==> src/rtl/unidad_desplazamiento_pkg.sv <==
// -----------------------------------------------------------------------------
// unidad_desplazamiento_pkg
// Shared ALU definitions for the shift unit:
//   - estado_t : FSM state encoding (REPOSO, CALCULO, ENTREGA)
//   - MODO_*   : operation codes carried on the modo input
//   - ANCHO / CANT_W : operand and shift-amount widths
//   - mascara_alta() : mask with the top 'cant' bits set, used for sign fill
// No ports (package).
// -----------------------------------------------------------------------------
package unidad_desplazamiento_pkg;

  localparam int ANCHO  = 8;
  localparam int CANT_W = 3;

  typedef enum logic [1:0] {
    REPOSO  = 2'b00,
    CALCULO = 2'b01,
    ENTREGA = 2'b10
  } estado_t;

  localparam logic [1:0] MODO_LOGICO = 2'b00;
  localparam logic [1:0] MODO_ARIT   = 2'b01;
  localparam logic [1:0] MODO_ROTA   = 2'b10;
  localparam logic [1:0] MODO_RES    = 2'b11;

  // Top 'cant' bits set, the rest clear. cant = 0 gives an all-zero mask,
  // so sign fill naturally disappears for a zero shift.
  function automatic logic [ANCHO-1:0] mascara_alta(input logic [CANT_W-1:0] cant);
    logic [ANCHO-1:0] todos;
    todos = '1;
    return ~(todos >> cant);
  endfunction

endpackage

==> src/rtl/desplazamiento_derecha.sv <==
// -----------------------------------------------------------------------------
// desplazamiento_derecha
// Combinational logical right shifter (zero fill), built as a three-stage
// logarithmic barrel: each stage shifts by 1, 2 or 4 depending on one bit of
// the shift amount.
// Ports:
//   valor     in  [7:0]  operand
//   cant      in  [2:0]  shift amount 0..7
//   resultado out [7:0]  valor >> cant, zero filled
// -----------------------------------------------------------------------------
module desplazamiento_derecha
  import unidad_desplazamiento_pkg::*;
(
  input  logic [ANCHO-1:0]  valor,
  input  logic [CANT_W-1:0] cant,
  output logic [ANCHO-1:0]  resultado
);

  logic [ANCHO-1:0] etapa_1;
  logic [ANCHO-1:0] etapa_2;

  always_comb begin
    etapa_1   = cant[0] ? {1'b0, valor[ANCHO-1:1]}   : valor;
    etapa_2   = cant[1] ? {2'b0, etapa_1[ANCHO-1:2]} : etapa_1;
    resultado = cant[2] ? {4'b0, etapa_2[ANCHO-1:4]} : etapa_2;
  end

endmodule

==> src/rtl/unidad_desplazamiento.sv <==
// -----------------------------------------------------------------------------
// unidad_desplazamiento
// Multi-cycle right-shift unit: logical, arithmetic and rotate right of an
// 8-bit operand by 0..7, with zero / carry / bad-mode flags and a counter of
// delivered results.
//
// Ports:
//   clk             in   rising-edge clock
//   rst_n           in   synchronous active-low reset
//   entrada_valida  in   request present
//   entrada_lista   out  unit can accept a request (registered)
//   valor_in        in   [7:0] operand
//   cant_mov        in   [2:0] shift amount
//   modo            in   [1:0] 00 logical, 01 arithmetic, 10 rotate, 11 reserved
//   salida_valida   out  result present
//   salida_lista    in   consumer accepts the result
//   resultado       out  [7:0] shifted value
//   bandera_cero    out  resultado == 0
//   bandera_acarreo out  last bit shifted out
//   error_modo      out  request used the reserved mode
//   contador_ops    out  [7:0] completed output handshakes, wraps
//   estado          out  current FSM state, for observation only
//
// Handshakes: a transfer happens on a rising edge where valid and ready are
// both 1. A producer holding valid keeps its data stable until that edge;
// ready never depends combinationally on valid in this block.
//
// Timeline: request accepted at edge N (REPOSO -> CALCULO), results
// registered at edge N+1 (CALCULO -> ENTREGA), so salida_valida is first
// sampled high at edge N+2.
// -----------------------------------------------------------------------------
module unidad_desplazamiento
  import unidad_desplazamiento_pkg::*;
(
  input  logic              clk,
  input  logic              rst_n,
  input  logic              entrada_valida,
  output logic              entrada_lista,
  input  logic [ANCHO-1:0]  valor_in,
  input  logic [CANT_W-1:0] cant_mov,
  input  logic [1:0]        modo,
  output logic              salida_valida,
  input  logic              salida_lista,
  output logic [ANCHO-1:0]  resultado,
  output logic              bandera_cero,
  output logic              bandera_acarreo,
  output logic              error_modo,
  output logic [7:0]        contador_ops,
  output estado_t           estado
);

  // ---------------------------------------------------------------------------
  // FSM
  // ---------------------------------------------------------------------------
  estado_t estado_q;
  estado_t estado_sig;
  logic    aceptar;
  logic    entregar;
  logic    lista_q;

  always_ff @(posedge clk) begin
    if (!rst_n) begin
      estado_q <= REPOSO;
    end else begin
      estado_q <= estado_sig;
    end
  end

  always_comb begin
    estado_sig = estado_q;
    aceptar    = 1'b0;
    entregar   = 1'b0;
    case (estado_q)
      REPOSO: begin
        if (entrada_valida && lista_q) begin
          aceptar    = 1'b1;
          estado_sig = CALCULO;
        end
      end
      CALCULO: begin
        estado_sig = ENTREGA;
      end
      ENTREGA: begin
        if (salida_lista) begin
          entregar   = 1'b1;
          estado_sig = REPOSO;
        end
      end
      default: begin
        estado_sig = REPOSO;
      end
    endcase
  end

  // Ready is a flop of "next state is REPOSO". It equals (estado_q == REPOSO)
  // in normal operation but is held low during reset and only rises on the
  // first edge after rst_n is released. Because it is registered, the cycle
  // in which an output handshake completes always shows ready = 0.
  always_ff @(posedge clk) begin
    if (!rst_n) begin
      lista_q <= 1'b0;
    end else begin
      lista_q <= (estado_sig == REPOSO);
    end
  end

  assign entrada_lista = lista_q;
  assign salida_valida = (estado_q == ENTREGA);
  assign estado        = estado_q;

  // ---------------------------------------------------------------------------
  // Operand latches: only written on acceptance, so inputs that change while
  // the unit is busy never reach the datapath.
  // ---------------------------------------------------------------------------
  logic [ANCHO-1:0]  op_valor;
  logic [CANT_W-1:0] op_cant;
  logic [1:0]        op_modo;

  always_ff @(posedge clk) begin
    if (!rst_n) begin
      op_valor <= '0;
      op_cant  <= '0;
      op_modo  <= MODO_LOGICO;
    end else if (aceptar) begin
      op_valor <= valor_in;
      op_cant  <= cant_mov;
      op_modo  <= modo;
    end
  end

  // ---------------------------------------------------------------------------
  // Datapath: one shared logical shifter; arithmetic and rotate are formed by
  // ORing extra bits into the vacated top positions.
  // ---------------------------------------------------------------------------
  logic [ANCHO-1:0] logico;
  logic [ANCHO-1:0] relleno_signo;
  logic [ANCHO-1:0] relleno_rota;
  logic [3:0]       cant_rota;
  logic             bit_saliente;
  logic [ANCHO-1:0] calc_resultado;
  logic             calc_acarreo;
  logic             calc_error;

  desplazamiento_derecha u_desplazamiento (
    .valor     (op_valor),
    .cant      (op_cant),
    .resultado (logico)
  );

  always_comb begin
    relleno_signo  = '0;
    relleno_rota   = '0;
    cant_rota      = 4'd8 - {1'b0, op_cant};
    bit_saliente   = 1'b0;
    calc_resultado = op_valor;
    calc_acarreo   = 1'b0;
    calc_error     = 1'b0;

    if (op_valor[ANCHO-1]) begin
      relleno_signo = mascara_alta(op_cant);
    end

    // For cant = 0 the left shift is by 8, which clears an 8-bit value, so
    // rotate by zero degenerates to the plain operand.
    relleno_rota = op_valor << cant_rota;

    // The last bit shifted out is valor[cant-1]; nothing leaves for cant = 0.
    if (op_cant != '0) begin
      bit_saliente = op_valor[op_cant - 3'd1];
    end

    case (op_modo)
      MODO_LOGICO: begin
        calc_resultado = logico;
        calc_acarreo   = bit_saliente;
      end
      MODO_ARIT: begin
        calc_resultado = logico | relleno_signo;
        calc_acarreo   = bit_saliente;
      end
      MODO_ROTA: begin
        calc_resultado = logico | relleno_rota;
        calc_acarreo   = bit_saliente;
      end
      default: begin
        // Reserved mode: pass the operand through and flag it.
        calc_resultado = op_valor;
        calc_acarreo   = 1'b0;
        calc_error     = 1'b1;
      end
    endcase
  end

  // ---------------------------------------------------------------------------
  // Result registers: loaded only in CALCULO, then held through ENTREGA.
  // ---------------------------------------------------------------------------
  always_ff @(posedge clk) begin
    if (!rst_n) begin
      resultado       <= '0;
      bandera_cero    <= 1'b0;
      bandera_acarreo <= 1'b0;
      error_modo      <= 1'b0;
    end else if (estado_q == CALCULO) begin
      resultado       <= calc_resultado;
      bandera_cero    <= (calc_resultado == '0);
      bandera_acarreo <= calc_acarreo;
      error_modo      <= calc_error;
    end
  end

  // Delivered-result counter; wraps naturally at 8 bits.
  always_ff @(posedge clk) begin
    if (!rst_n) begin
      contador_ops <= 8'd0;
    end else if (entregar) begin
      contador_ops <= contador_ops + 8'd1;
    end
  end

endmodule

==> config.mk <==
export PLATFORM = sky130hd
export DESIGN_NAME = unidad_desplazamiento
export DESIGN_NICKNAME = d
export VERILOG_FILES = /design/src/rtl/unidad_desplazamiento_pkg.sv /design/src/rtl/desplazamiento_derecha.sv /design/src/rtl/unidad_desplazamiento.sv
export SDC_FILE = /design/constraint.sdc
export NUM_CORES = 1
export LEC_CHECK = 0
export ABC_CLOCK_PERIOD_IN_PS = 3420
export CORE_MARGIN = 4
export CORE_UTILIZATION = 45
export DETAILED_ROUTE_END_ITERATION = 6
export PLACE_DENSITY_LB_ADDON = 0.15
export SYNTH_ARGS = -nofsm -noshare
export SYNTH_HDL_FRONTEND = slang
export SYNTH_SLANG_ARGS = --single-unit
==> constraint.sdc <==
create_clock -name clk -period 3.42 [get_ports clk]
set_input_delay 0.513 -clock clk [delete_from_list [all_inputs] [get_ports clk]]
set_output_delay 0.513 -clock clk [all_outputs]
set_load 0.05 [all_outputs]
==> summary.txt <==
Route
  – Drt first pass iters: 4
  – DRT antenna net count: 0
  – Post-Route WL: 5.341 mm
  – Vias post-DR: 2053
  – Starting DRT DRC Count: 182
  – Average wire per standard cell: 14.59 um
  – Vias per Instance: 5.609
  – # DRC: 0

Cells and area
  – Post-layout nets: 338
  – ANT cells: 0
  – P&R area growth vs syn: 23.12%
  – Design area: 2659 um^2
  – Commonest cells after routing, fill and taps aside: nand2_1, clkdlybuf4s50_1, nor2_1, dfxtp_1, a21oi_1
  – Fraction of layout cells with a size suffix above 1: 6.688%
  – Commonest non-fill, non-tap cell in the layout: nand2_1

Place
  – Post-DP Area: 2574 um^2
  – # port buffers: 39
  – GP Congestion: 0.9636
  – Final HPWL DP: 3.997 mm

CTS
  – CTS tree: built
  – CTS Buf Count: 5
  – CTS sink count: 35
  – # resized after CTS: 0
  – H-tree Lvls: 2
  – Hold-fix buffers at CTS: 0
  – Post-CTS Setup Bufs: 0
  – Clk_lat worst skew: 280 ps
  – Root buf cell: clkbuf_8
  – Clock transition at path regs: 70 ps
  – Longest Clk Path Bufs: 2

Synth
  – Mapped Cells: 281
  – Synth Warn #: 0
  – EDFF count, synth: 0
  – Post-synthesis xor/xnor area fraction: 2.839%
  – Synth Register Bits: 35
  – Post-synth top flop: dfxtp_1
  – Avg Cell Area, Syn: 7.685 um^2
  – Simple-Gate Fraction of Synth Area: 28.04%
  – Post-synthesis sequential area ratio: 32.44%
  – Largest family of logic cells by synthesized area: simple AND/OR/NAND/NOR gates
  – Ys async rst share: 0%
  – Mux share of post-synthesis cell area: 8.980%
  – Compound-Gate Fraction of Synth Area: 17.84%
  – Synthesized Nets: 306
  – Synth Area in Adders: 4.635%
  – Yosys cell types: 54
  – Mapped Area: 2160 um^2

Critical path
  – Critical path class: flip-flop to flip-flop
  – Critical path peak fanout: 12
  – Critical Path AT: 2830 ps
  – CP Data Required Time: 3650 ps
  – Worst Setup Start Kind: flip-flop
  – CP endpoint kind: flip-flop

Floorplan
  – Initial Utilization: 47.94%
  – Cell Rows: 24
  – Die ar.: 5971 um^2
  – Die Span Y: 77.28 um
  – I/O Pins: 40
  – Die width: 77.28 um
  – CORE AREA: 4504 um^2

Timing
  – Setup Skew: 8.037 ps
  – Slew margin rel.: 53.44%
  – Worst Max-Slew Pin Slew: 698.3 ps
  – Max Fclk: 0.3845 GHz
  – RSZ-0062 raised after global routing: false
  – Final Hold Fails: 0
  – Setup violators final: 0
  – Slew Limit Fails: 0
  – Share of the clock period used by the worst path: 76.05%
  – Setup TNS: 0 ps
  – Tmin final: 2601 ps

Global route
  – GRT overflow: 0
  – Top Usage Layer GRT: met2
  – Antenna violations before repair: 0
  – M1 GR Usage: 26.16%
  – Global Route Usage Sum: 18.73%
  – Vias in the first global route: 1877
  – Met3 Use GR: 3.981%
  – Pin count of the biggest net entering global routing: 24
  – First-pass GRT wire length: 9.087 mm
  – Met2 usage: 28.50%

Power and ir drop
  – Power Dens Cells: 354.2 nW/um^2
  – VDD IR max: 0.0002105 V
  – P_leak: 0.9522 nW

Run
  – Max-Cap Viols: 0

Status
  – Status: completed

Min path
  – Class of the worst hold path: flip-flop to flip-flop
## cell type report
class / instances / area [um^2]
fillers: 414 / 1846
multi-input cells: 217 / 1346
flip-flops and latches: 35 / 700.7
repair buffers: 43 / 420.4
clock buffers: 6 / 72.57
well taps: 52 / 65.06
inverters: 11 / 41.29
clock inverters: 2 / 12.51
## final timing paths
kind	from	endpoint	slack, ps	depth (start not counted)
worst max-delay path	op_cant[1]	bandera_cero	820	9
worst min-delay path	resultado[6]	resultado[6]	450	2
worst max register to register	op_cant[1]	bandera_cero	820	9
worst min register to register	resultado[6]	resultado[6]	450	2
## power breakdown
group          leakage [nW]  internal (mW)  switching (mW)  total [mW]
Clock                0.0412          0.142           0.143       0.285
Sequential            0.284          0.422          0.0170       0.439
Combinational         0.627         0.0885           0.129       0.217
Total                 0.952          0.653           0.289       0.942
## cells by family after synthesis
kind of cell | after synthesis
buffers and inverters | 29
and+or+nand+nor | 128
adders and majority gates | 8
muxes | 17
AOI/OAI and AO/OA | 57
DFF | 35
xor gates and xnor gates | 7
## synthesized netlist by cell type (3+ instances only)
| cell | number | share of area (%) |
|---|---|---|
| xor2_1 | 5 | 2.0 |
| dfxtp_1 | 35 | 32 |
| nand2_1 | 41 | 7.1 |
| o21ai_0 | 5 | 1.2 |
| nor3_1 | 7 | 1.6 |
| mux2i_1 | 10 | 4.6 |
| inv_1 | 10 | 1.7 |
| a221oi_1 | 3 | 1.2 |
| buf_2 | 3 | 0.70 |
| a21oi_1 | 22 | 5.1 |
| and3_1 | 3 | 0.87 |
| ha_1 | 8 | 4.6 |
| clkbuf_1 | 14 | 2.4 |
| nand3_1 | 11 | 2.5 |
| nor2_1 | 35 | 6.1 |
| nand4_1 | 5 | 1.4 |
| mux2_2 | 5 | 2.6 |
| nand2b_1 | 7 | 2.0 |
| nor2b_1 | 7 | 2.0 |
## state kept, by name (all words and copies together), names as in the netlist
register / count
contador_ops: 8
op_valor: 8
estado: 2
op_cant: 3
bandera_cero: 1
op_modo: 2
resultado: 8
bandera_acarreo: 1
error_modo: 1
entrada_lista: 1
## routing by layer
metal,share of wire [%],vias up
met3,6.9,8
met5,0,-
met1,48,917
met4,1.6,0
li1,-,1049
met2,43,79
## metrics by stage
step           hold slack (ps)  worst slack, ps  cells  total power [mW]  utilization [%]
2_1_floorplan            453.6            812.3    281            0.5947                -
3_3_place_gp             444.0            930.1    358            0.6629            57.14
3_5_place_dp             447.1            844.2    358            0.6628            57.14
4_1_cts                  457.4            834.5    366            0.9488            59.03
5_1_grt                  478.1            645.7    366            0.9934            59.03
6_report                 453.8            819.1    366            0.9417            59.03
## critical path: stages, from the launching register on
cell,delay (ps)
dfxtp_1,330
inv_1,110
ha_1,240
ha_1,530
mux2_2,380
or3_1,300
nand4_1,110
o32ai_1,130
nor4_2,260
a31o_1,170
Note: power is estimated with default switching activity, not from simulation.
